**config.mk**
```make
export PLATFORM = sky130hd
export DESIGN_NAME = ascon_hash_serdes
export DESIGN_NICKNAME = d
export VERILOG_FILES = /design/src/rtl/ascon_hash_serdes.sv
export SDC_FILE = /design/constraint.sdc
export NUM_CORES = 1
export LEC_CHECK = 0
export ABC_AREA = 0
export BUFFER_PORTS_ARGS = -buffer_cell sky130_fd_sc_hd__buf_4
export CORE_AREA = 8 8 242 197
export CTS_CLUSTER_SIZE = 25
export DETAILED_ROUTE_END_ITERATION = 16
export DIE_AREA = 0 0 250 205
export HOLD_SLACK_MARGIN = 0.08
export PLACE_DENSITY = 0.63
export SYNTH_ARGS = -nofsm -noshare
export SYNTH_HDL_FRONTEND = slang
export SYNTH_SLANG_ARGS = --single-unit
```
**constraint.sdc**
```tcl
create_clock -name clk -period 2 [get_ports clk]
set_input_delay 0.1 -clock clk [delete_from_list [all_inputs] [get_ports clk]]
set_output_delay 0.1 -clock clk [all_outputs]
set_load 0.01 [all_outputs]
```
**src/rtl/ascon_hash_serdes.sv**
```systemverilog
// Word-serial message loader and hash unloader around an Ascon hash core.
// Define ASCON_LATENCY_CNT_EN to count cycles from start to core ready.
module ascon_hash_serdes #(
  parameter int W  = 8,
  parameter int Y  = 40,
  parameter int L  = 256,
  parameter int CW = 16
) (
  input  logic          clk,
  input  logic          rst,
  input  logic [W-1:0]  data_inxSI,
  input  logic          in_validxSI,
  output logic          in_readyxSO,
  input  logic          abortxSI,
  output logic [Y-1:0]  messagexDO,
  output logic          startxSO,
  input  logic          core_readyxSI,
  input  logic [L-1:0]  core_hashxDI,
  output logic [W-1:0]  data_outxSO,
  output logic          out_validxSO,
  input  logic          out_readyxSI,
  output logic          busyxSO,
  output logic [CW-1:0] latencyxSO
);

  localparam int NIN  = Y / W;
  localparam int NOUT = L / W;
  localparam int IW   = NIN > 1 ? $clog2(NIN) : 1;
  localparam int OW   = NOUT > 1 ? $clog2(NOUT) : 1;

  typedef enum logic [2:0] {
    IDLE,
    LOAD,
    START,
    WAIT,
    UNLOAD
  } state_t;

  state_t        state;
  logic [IW-1:0] inCnt;
  logic [OW-1:0] outCnt;
  logic [Y-1:0]  msgReg;
  logic [L-1:0]  hashReg;
  logic          startReg;
  logic          outValidReg;

  always_ff @(posedge clk or negedge rst) begin
    if (!rst) begin
      state       <= IDLE;
      inCnt       <= '0;
      outCnt      <= '0;
      msgReg      <= '0;
      hashReg     <= '0;
      startReg    <= 1'b0;
      outValidReg <= 1'b0;
    end else if (abortxSI) begin
      state       <= IDLE;
      inCnt       <= '0;
      outCnt      <= '0;
      startReg    <= 1'b0;
      outValidReg <= 1'b0;
    end else begin
      unique case (state)
        IDLE, LOAD: begin
          if (in_validxSI) begin
            for (int k = 0; k < NIN; k++)
              if (inCnt == IW'(k))
                msgReg[Y-1-k*W -: W] <= data_inxSI;
            if (inCnt == IW'(NIN - 1)) begin
              inCnt    <= '0;
              state    <= START;
              startReg <= 1'b1;
            end else begin
              inCnt <= inCnt + 1'b1;
              state <= LOAD;
            end
          end
        end
        START: begin
          startReg <= 1'b0;
          state    <= WAIT;
        end
        WAIT: begin
          if (core_readyxSI) begin
            hashReg     <= core_hashxDI;
            outValidReg <= 1'b1;
            state       <= UNLOAD;
          end
        end
        UNLOAD: begin
          if (out_readyxSI) begin
            hashReg <= hashReg << W;
            if (outCnt == OW'(NOUT - 1)) begin
              outCnt      <= '0;
              outValidReg <= 1'b0;
              state       <= IDLE;
            end else begin
              outCnt <= outCnt + 1'b1;
            end
          end
        end
        default: state <= IDLE;
      endcase
    end
  end

  assign in_readyxSO  = (state == IDLE) || (state == LOAD);
  assign busyxSO      = state != IDLE;
  assign messagexDO   = msgReg;
  assign startxSO     = startReg;
  assign out_validxSO = outValidReg;
  assign data_outxSO  = hashReg[L-1 -: W];

`ifdef ASCON_LATENCY_CNT_EN
  logic [CW-1:0] latCnt;

  // counts every WAIT cycle including the capture cycle, then holds
  always_ff @(posedge clk or negedge rst) begin
    if (!rst)
      latCnt <= '0;
    else if (state == START)
      latCnt <= '0;
    else if (state == WAIT && latCnt != '1)
      latCnt <= latCnt + 1'b1;
  end

  assign latencyxSO = latCnt;
`else
  assign latencyxSO = '0;
`endif

endmodule

```
==> results of run 1 <==
[cell families after synthesis]
group           count (synthesis)
mux                           546
flops                         309
buf+inv                        92
simple gates                   44
compound gates                 20
fa+ha+maj                       7
other cells                     1
[what timing repair did]
item / 4_1_cts / 5_1_grt
hold buffers: 269 / 0
resized for setup: 5 / 8
buffers inserted: 1 / 1
pin swaps: 1 / 1
endpoints found under the hold margin: 618 / 0
cloned: 0 / 4
setup endpoints to repair: 84 / 129
[area by class of cell]
cell class	instances	area [µm²]
Fill cell	3576	21400
Sequential cell	309	7730
Multi-Input combinational cell	633	6730
Timing Repair Buffer	656	6060
Clock buffer	52	1060
Tap cell	568	711
Clock inverter	11	143
Inverter	4	15.0
Antenna cell	4	10.0
[worst max path at each step]
stage                               from                  endpoint  slack (ns)  cells past startpoint
floorplan           state[1]$_DFFE_PN0P_  hashReg[208]$_DFFE_PN0P_        0.13                      6
detailed placement  state[1]$_DFFE_PN0P_   hashReg[66]$_DFFE_PN0P_       -0.06                      5
CTS                 state[0]$_DFFE_PN0P_    hashReg[9]$_DFFE_PN0P_      -0.003                      6
finish              state[0]$_DFFE_PN0P_   hashReg[75]$_DFFE_PN0P_        0.05                      6
global placement    state[1]$_DFFE_PN0P_  hashReg[240]$_DFFE_PN0P_       -0.04                      5
global route        state[1]$_DFFE_PN0P_    hashReg[9]$_DFFE_PN0P_       -0.04                      6
[cell usage in the layout (no fill, tap or decap), types with 5 or more instances in the layout]
master	instances
sky130_fd_sc_hd__buf_12	22
sky130_fd_sc_hd__dfrtp_1	309
sky130_fd_sc_hd__ha_1	6
sky130_fd_sc_hd__clkbuf_8	8
sky130_fd_sc_hd__nor2_1	5
sky130_fd_sc_hd__nor2b_1	9
sky130_fd_sc_hd__clkbuf_16	41
sky130_fd_sc_hd__nand2_1	8
sky130_fd_sc_hd__a21oi_1	11
sky130_fd_sc_hd__buf_4	353
sky130_fd_sc_hd__conb_1	16
sky130_fd_sc_hd__mux2_1	292
sky130_fd_sc_hd__clkbuf_1	7
sky130_fd_sc_hd__buf_16	5
sky130_fd_sc_hd__mux2_2	251
sky130_fd_sc_hd__dlygate4sd3_1	269
[power breakdown]
| group | switching (W) | total, W | internal [W] |
|---|---|---|---|
| Clock | 0.00260 | 0.00668 | 0.00408 |
| Combinational | 0.000764 | 0.00212 | 0.00136 |
| Sequential | 0.000217 | 0.00685 | 0.00663 |
[registers in the layout (all words and copies together), names as in the netlist]
signal and flops:
outCnt 5, out_validxSO 1, inCnt 3, hashReg 256, state 3, startxSO 1, messagexDO 40
[stage by stage]
| stage | cell area (µm²) | utilization | hold slack [ns] |
|---|---|---|---|
| 2_1_floorplan | 15200 | - | -0.196 |
| 3_3_place_gp | 18400 | 0.419 | 0.111 |
| 3_5_place_dp | 18400 | 0.419 | 0.114 |
| 4_1_cts | 22300 | 0.508 | 0.152 |
| 5_1_grt | 22500 | 0.512 | 0.165 |
| 6_report | 22500 | 0.512 | 0.142 |
[metal layers]
layer | track usage | vias to the layer above | routed length, µm
li1 | - | 4882 | -
met1 | 0.202 | 5110 | 18400
met2 | 0.272 | 225 | 20900
met3 | 0.0333 | 83 | 1710
met4 | 0.0529 | 0 | 1240
met5 | 0 | - | 0
==> run summary, run 1 <==
Crit Reg-Reg Startpoint = state[0]$_DFFE_PN0P_
RSZ-0062 raised after global routing = yes
commonest cells in the synthesized netlist = 309 x sky130_fd_sc_hd__dfrtp_1, 293 x sky130_fd_sc_hd__mux2_1, 251 x sky130_fd_sc_hd__mux2_2
GP Congestion = 0.745
Post-Route Skew = 0.0136 ns
sequential-to-total area share from yosys stat = 0.512
Root Buffer = sky130_fd_sc_hd__clkbuf_16
Pwr Total = 0.0157 W
clock edge transition at the registers on the reported setup and hold paths = 0.06 ns
top-area cell type share of the netlist area = 0.512
worst-case clock buffer depth = 3
Post-Route Setup TNS = 0 ns
critical path type = reg -> reg
worst path buffer plus inverter count = 3
cell count after synthesis = 1019
top post-synthesis cells by area = sky130_fd_sc_hd__dfrtp_1 51%, sky130_fd_sc_hd__mux2_1 22%, sky130_fd_sc_hd__mux2_2 19%, sky130_fd_sc_hd__buf_4 2.9%, sky130_fd_sc_hd__buf_6 1.3%
number of ports placed on the die boundary = 338
number of failing hold endpoints at the final stage = 0
complex-gate fraction of the synthesized area = 0.00812
die area = 0.0513 mm²
arrival time of the worst setup path = 2.33 ns
result of the run = finished, final reports clean
IR drop worst, VDD = 0.508 mV
Data required, critical path = 2.38 ns
GRT overflow = 0
starting utilization of the core area = 0.344
power density normalized to cell area = 697 mW/mm²
flop and latch count out of synthesis = 309
via count of the first global-routing pass = 11700
worst slack at placement = -0.0606 ns
number of nets in the final layout = 1917
TritonCTS Buffers = 36
number of clock sinks seen by CTS = 309
Synth Area per Inst = 14.8 µm²
Die X = 250 µm
Core Region = 0.0439 mm²
Main synth FF type = sky130_fd_sc_hd__dfrtp_1
largest net degree at the start of global routing = 63
measured slew at the worst slew-check pin = 0.585 ns
DP HPWL = 28.4 mm
library cell with the largest summed area after synthesis = sky130_fd_sc_hd__dfrtp_1
number of flops mapped to enable cells by yosys = 0
share of layout cells above drive strength 1 = 0.423
DR iter-0 viols = 330
Synth Area in Adders = 0.00580
TritonCTS clock tree = done
total number of vias = 10300
routed wire length = 42.2 mm
cell occurring most often along the worst timing path = sky130_fd_sc_hd__buf_12
post-route non-filler standard cell count = 2237
number of cells on the worst reg-to-reg path = 6
H-Tree Depth = 2
worst hold path class = in -> async
# setup viols final = 0
largest family of logic cells by synthesized area = multiplexers
gate family responsible for the most delay along the worst path = buffers and inverters
CP peak stage delay = 0.44 ns
simple-gate area share of the yosys netlist = 0.0198
vias per std cell = 4.60
total DRC errors in the routed layout = 0
crit-path max FO = 22
Total Routing Usage GR = 0.160
Reg2Reg Capture Point = hashReg[75]$_DFFE_PN0P_
clock latency on the worst-skew pair = 0.51 ns
mux contribution to synthesized area = 0.407
ANT nets after route = 0
number of instances in the placed design = 1895
routed wire length per instance = 18.9 µm
worst setup slack for register-to-register paths = 0.05 ns
number of distinct library cells after synthesis = 37
maximum achievable frequency = 0.514 GHz
final worst slack = 0.0529 ns
Site Rows = 69
Yosys Warn Count = 0
final worst path period share = 0.974
share of flip-flops with an asynchronous set or reset = 1.00
detailed-router iteration count before antenna repair = 4
type of element capturing the critical path = register
vertical die dimension = 205 µm
final worst path period need = 1.95 ns
global-route wire length before repair = 66.0 mm
area of the mapped netlist = 0.0151 mm²
number of antenna violations at the first check in global routing = 3
leading cell type by number of instances after synthesis = sky130_fd_sc_hd__dfrtp_1
headroom to the max-slew limit = 0.610
IO Port Bufs = 321
Final Max Slew Viols = 0
slowest stage cell on the critical path = sky130_fd_sc_hd__dfrtp_1
ordered list of cells on the worst path = nand4bb_1, a21oi_4, buf_12, buf_12, buf_12, mux2_2
Layout area overhead = 48.8%
Static Leakage = 10.8 nW
xor/xnor share of the synthesized area = 0
startpoint type of the worst setup path = register
Max-Cap Viols = 0
(Power assumes the default switching activity.)
==> run 2: changes to the inputs <==
--- a/config.mk
+++ b/config.mk
@@ -6,13 +6,16 @@
 export NUM_CORES = 1
 export LEC_CHECK = 0
 export ABC_AREA = 0
+export ABC_CLOCK_PERIOD_IN_PS = 2000
 export BUFFER_PORTS_ARGS = -buffer_cell sky130_fd_sc_hd__buf_4
+export CELL_PAD_IN_SITES_DETAIL_PLACEMENT = 1
+export CELL_PAD_IN_SITES_GLOBAL_PLACEMENT = 1
 export CORE_AREA = 8 8 242 197
 export CTS_CLUSTER_SIZE = 25
 export DETAILED_ROUTE_END_ITERATION = 16
 export DIE_AREA = 0 0 250 205
 export HOLD_SLACK_MARGIN = 0.08
-export PLACE_DENSITY = 0.63
+export PLACE_DENSITY = 0.73
 export SYNTH_ARGS = -nofsm -noshare
 export SYNTH_HDL_FRONTEND = slang
 export SYNTH_SLANG_ARGS = --single-unit
==> run summary, run 2 (synthesis gave the netlist of run 1 again) <==
result of the run = finished, final reports clean
share of layout cells above drive strength 1 = 0.429
TritonCTS Buffers = 35
type of element capturing the critical path = register
H-Tree Depth = 2
Reg2Reg Capture Point = hashReg[145]$_DFFE_PN0P_
global-route wire length before repair = 78.8 mm
startpoint type of the worst setup path = register
ANT nets after route = 0
Data required, critical path = 2.39 ns
number of antenna violations at the first check in global routing = 11
TritonCTS clock tree = done
Post-Route Setup TNS = 0 ns
slowest stage cell on the critical path = sky130_fd_sc_hd__dfrtp_2
Core Region = 0.0439 mm²
# setup viols final = 0
clock latency on the worst-skew pair = 0.52 ns
number of ports placed on the die boundary = 338
die area = 0.0513 mm²
DP Area = 0.0185 mm²
fill cell total of the finished layout = 4306
starting utilization of the core area = 0.344
IR drop worst, VDD = 0.632 mV
GRT overflow = 0
Max-Cap Viols = 0
flip-flop and latch area = 0.00774 mm²
cell occurring most often along the worst timing path = sky130_fd_sc_hd__mux2_1
crit-path max FO = 13
Post-Layout Inst Area = 0.0225 mm²
highest-count cells in the layout ignoring fill and taps = 365 x sky130_fd_sc_hd__buf_4, 306 x sky130_fd_sc_hd__dfrtp_1, 292 x sky130_fd_sc_hd__mux2_1
IO Port Bufs = 321
final worst slack = 0.0145 ns
worst-case clock buffer depth = 3
Static Leakage = 10.8 nW
worst slack at placement = -0.00920 ns
Crit Reg-Reg Startpoint = state[1]$_DFFE_PN0P_
final worst path period share = 0.993
CP peak stage delay = 0.44 ns
detailed-router iteration count before antenna repair = 4
final worst path period need = 1.99 ns
critical path type = reg -> reg
flip-flop count of the largest register after layout = 256
number of failing hold endpoints at the final stage = 0
number of clock sinks seen by CTS = 309
vias per std cell = 4.77
arrival time of the worst setup path = 2.38 ns
area used by multi-input combinational logic = 0.00675 mm²
vertical die dimension = 205 µm
power density normalized to cell area = 698 mW/mm²
total number of vias = 10700
headroom to the max-slew limit = 0.604
routed wire length per instance = 22.9 µm
Post-Route Skew = 0.0166 ns
measured slew at the worst slew-check pin = 0.594 ns
most common cell after layout, fill and taps aside = sky130_fd_sc_hd__buf_4
number of cells on the worst reg-to-reg path = 6
worst hold path class = in -> async
ordered list of cells on the worst path = nor3b_4, buf_6, bufbuf_16, buf_12, mux2_1, mux2_1
number of nets in the final layout = 1927
worst setup slack for register-to-register paths = 0.01 ns
DP HPWL = 31.1 mm
Site Rows = 69
via count of the first global-routing pass = 12800
register containing the most flip-flops in the final layout = hashReg
Root Buffer = sky130_fd_sc_hd__clkbuf_16
RSZ-0062 raised after global routing = yes
routed wire length = 51.5 mm
clock edge transition at the registers on the reported setup and hold paths = 0.06 ns
DR iter-0 viols = 429
maximum achievable frequency = 0.504 GHz
Die X = 250 µm
Total Routing Usage GR = 0.197
largest net degree at the start of global routing = 61
worst hold slack across all endpoints = 0.139 ns
Layout area overhead = 49.1%
GP Congestion = 0.762
total DRC errors in the routed layout = 0
Final Max Slew Viols = 0
## run 2: changes by cell type in the layout (fill, tap and decap cells not counted), sizes merged
cell,previous run,this run
inv,5,4
clkbuf,56,51
bufbuf,0,1
clkinvlp,2,0
buf,383,395
clkinv,5,7
diode,4,11
## run 2: per-layer routing
layer,track usage,vias up,share of wire
met5,0,-,0.00025
met4,0.0712,2,0.031
met3,0.0363,100,0.038
met2,0.368,259,0.54
met1,0.223,5466,0.39
li1,-,4905,-
## run 2: power breakdown
part	internal [W]	switching, W
registers	0.00663	0.000234
clock network	0.00400	0.00262
logic	0.00137	0.000848
total	0.0120	0.00370
## run 2: critical path: cells and delay by family (launching register included)
kind | cells | cell delay [ns]
buffers and inverters | 3 | 0.60
muxes | 2 | 0.62
DFF | 1 | 0.44
and+or+nand+nor | 1 | 0.21
## run 2: what timing repair did
action	CTS	global route
setup endpoints to repair	86	153
setup buffers	1	1
cloned	1	2
endpoints found under the hold margin	591	0
hold buffers	269	0
gates resized for setup	3	8
pin swaps	1	2
## run 2: final cells by class
| cell class | count | share of cell area |
|---|---|---|
| diodes | 11 | 0.00122 |
| multi-input cells | 633 | 0.300 |
| clock inverters | 10 | 0.00556 |
| inverters | 4 | 0.000667 |
| clock buffers | 49 | 0.0462 |
| flip-flops and latches | 309 | 0.344 |
| well taps | 568 | 0.0316 |
| repair buffers | 667 | 0.271 |
## run 2: worst max-delay path by stage
stage	startpoint	to	slack, ns	cells after the start
after floorplan	state[1]$_DFFE_PN0P_	hashReg[208]$_DFFE_PN0P_	0.13	6
after global placement	state[0]$_DFFE_PN0P_	hashReg[127]$_DFFE_PN0P_	0.03	5
after detailed placement	state[0]$_DFFE_PN0P_	hashReg[55]$_DFFE_PN0P_	-0.009	5
after CTS	state[2]$_DFFE_PN0P_	hashReg[237]$_DFFE_PN0P_	-0.005	6
after global routing	state[1]$_DFFE_PN0P_	hashReg[151]$_DFFE_PN0P_	-0.03	6
final	state[1]$_DFFE_PN0P_	hashReg[145]$_DFFE_PN0P_	0.01	6
## run 2: per-stage QoR
step	util	total power [W]	instances
after floorplan	-	0.00758	1034
after global routing	0.513	0.0163	2250
after CTS	0.511	0.0158	2237
after detailed placement	0.421	0.00871	1907
final	0.513	0.0157	2251
after global placement	0.421	0.00865	1907
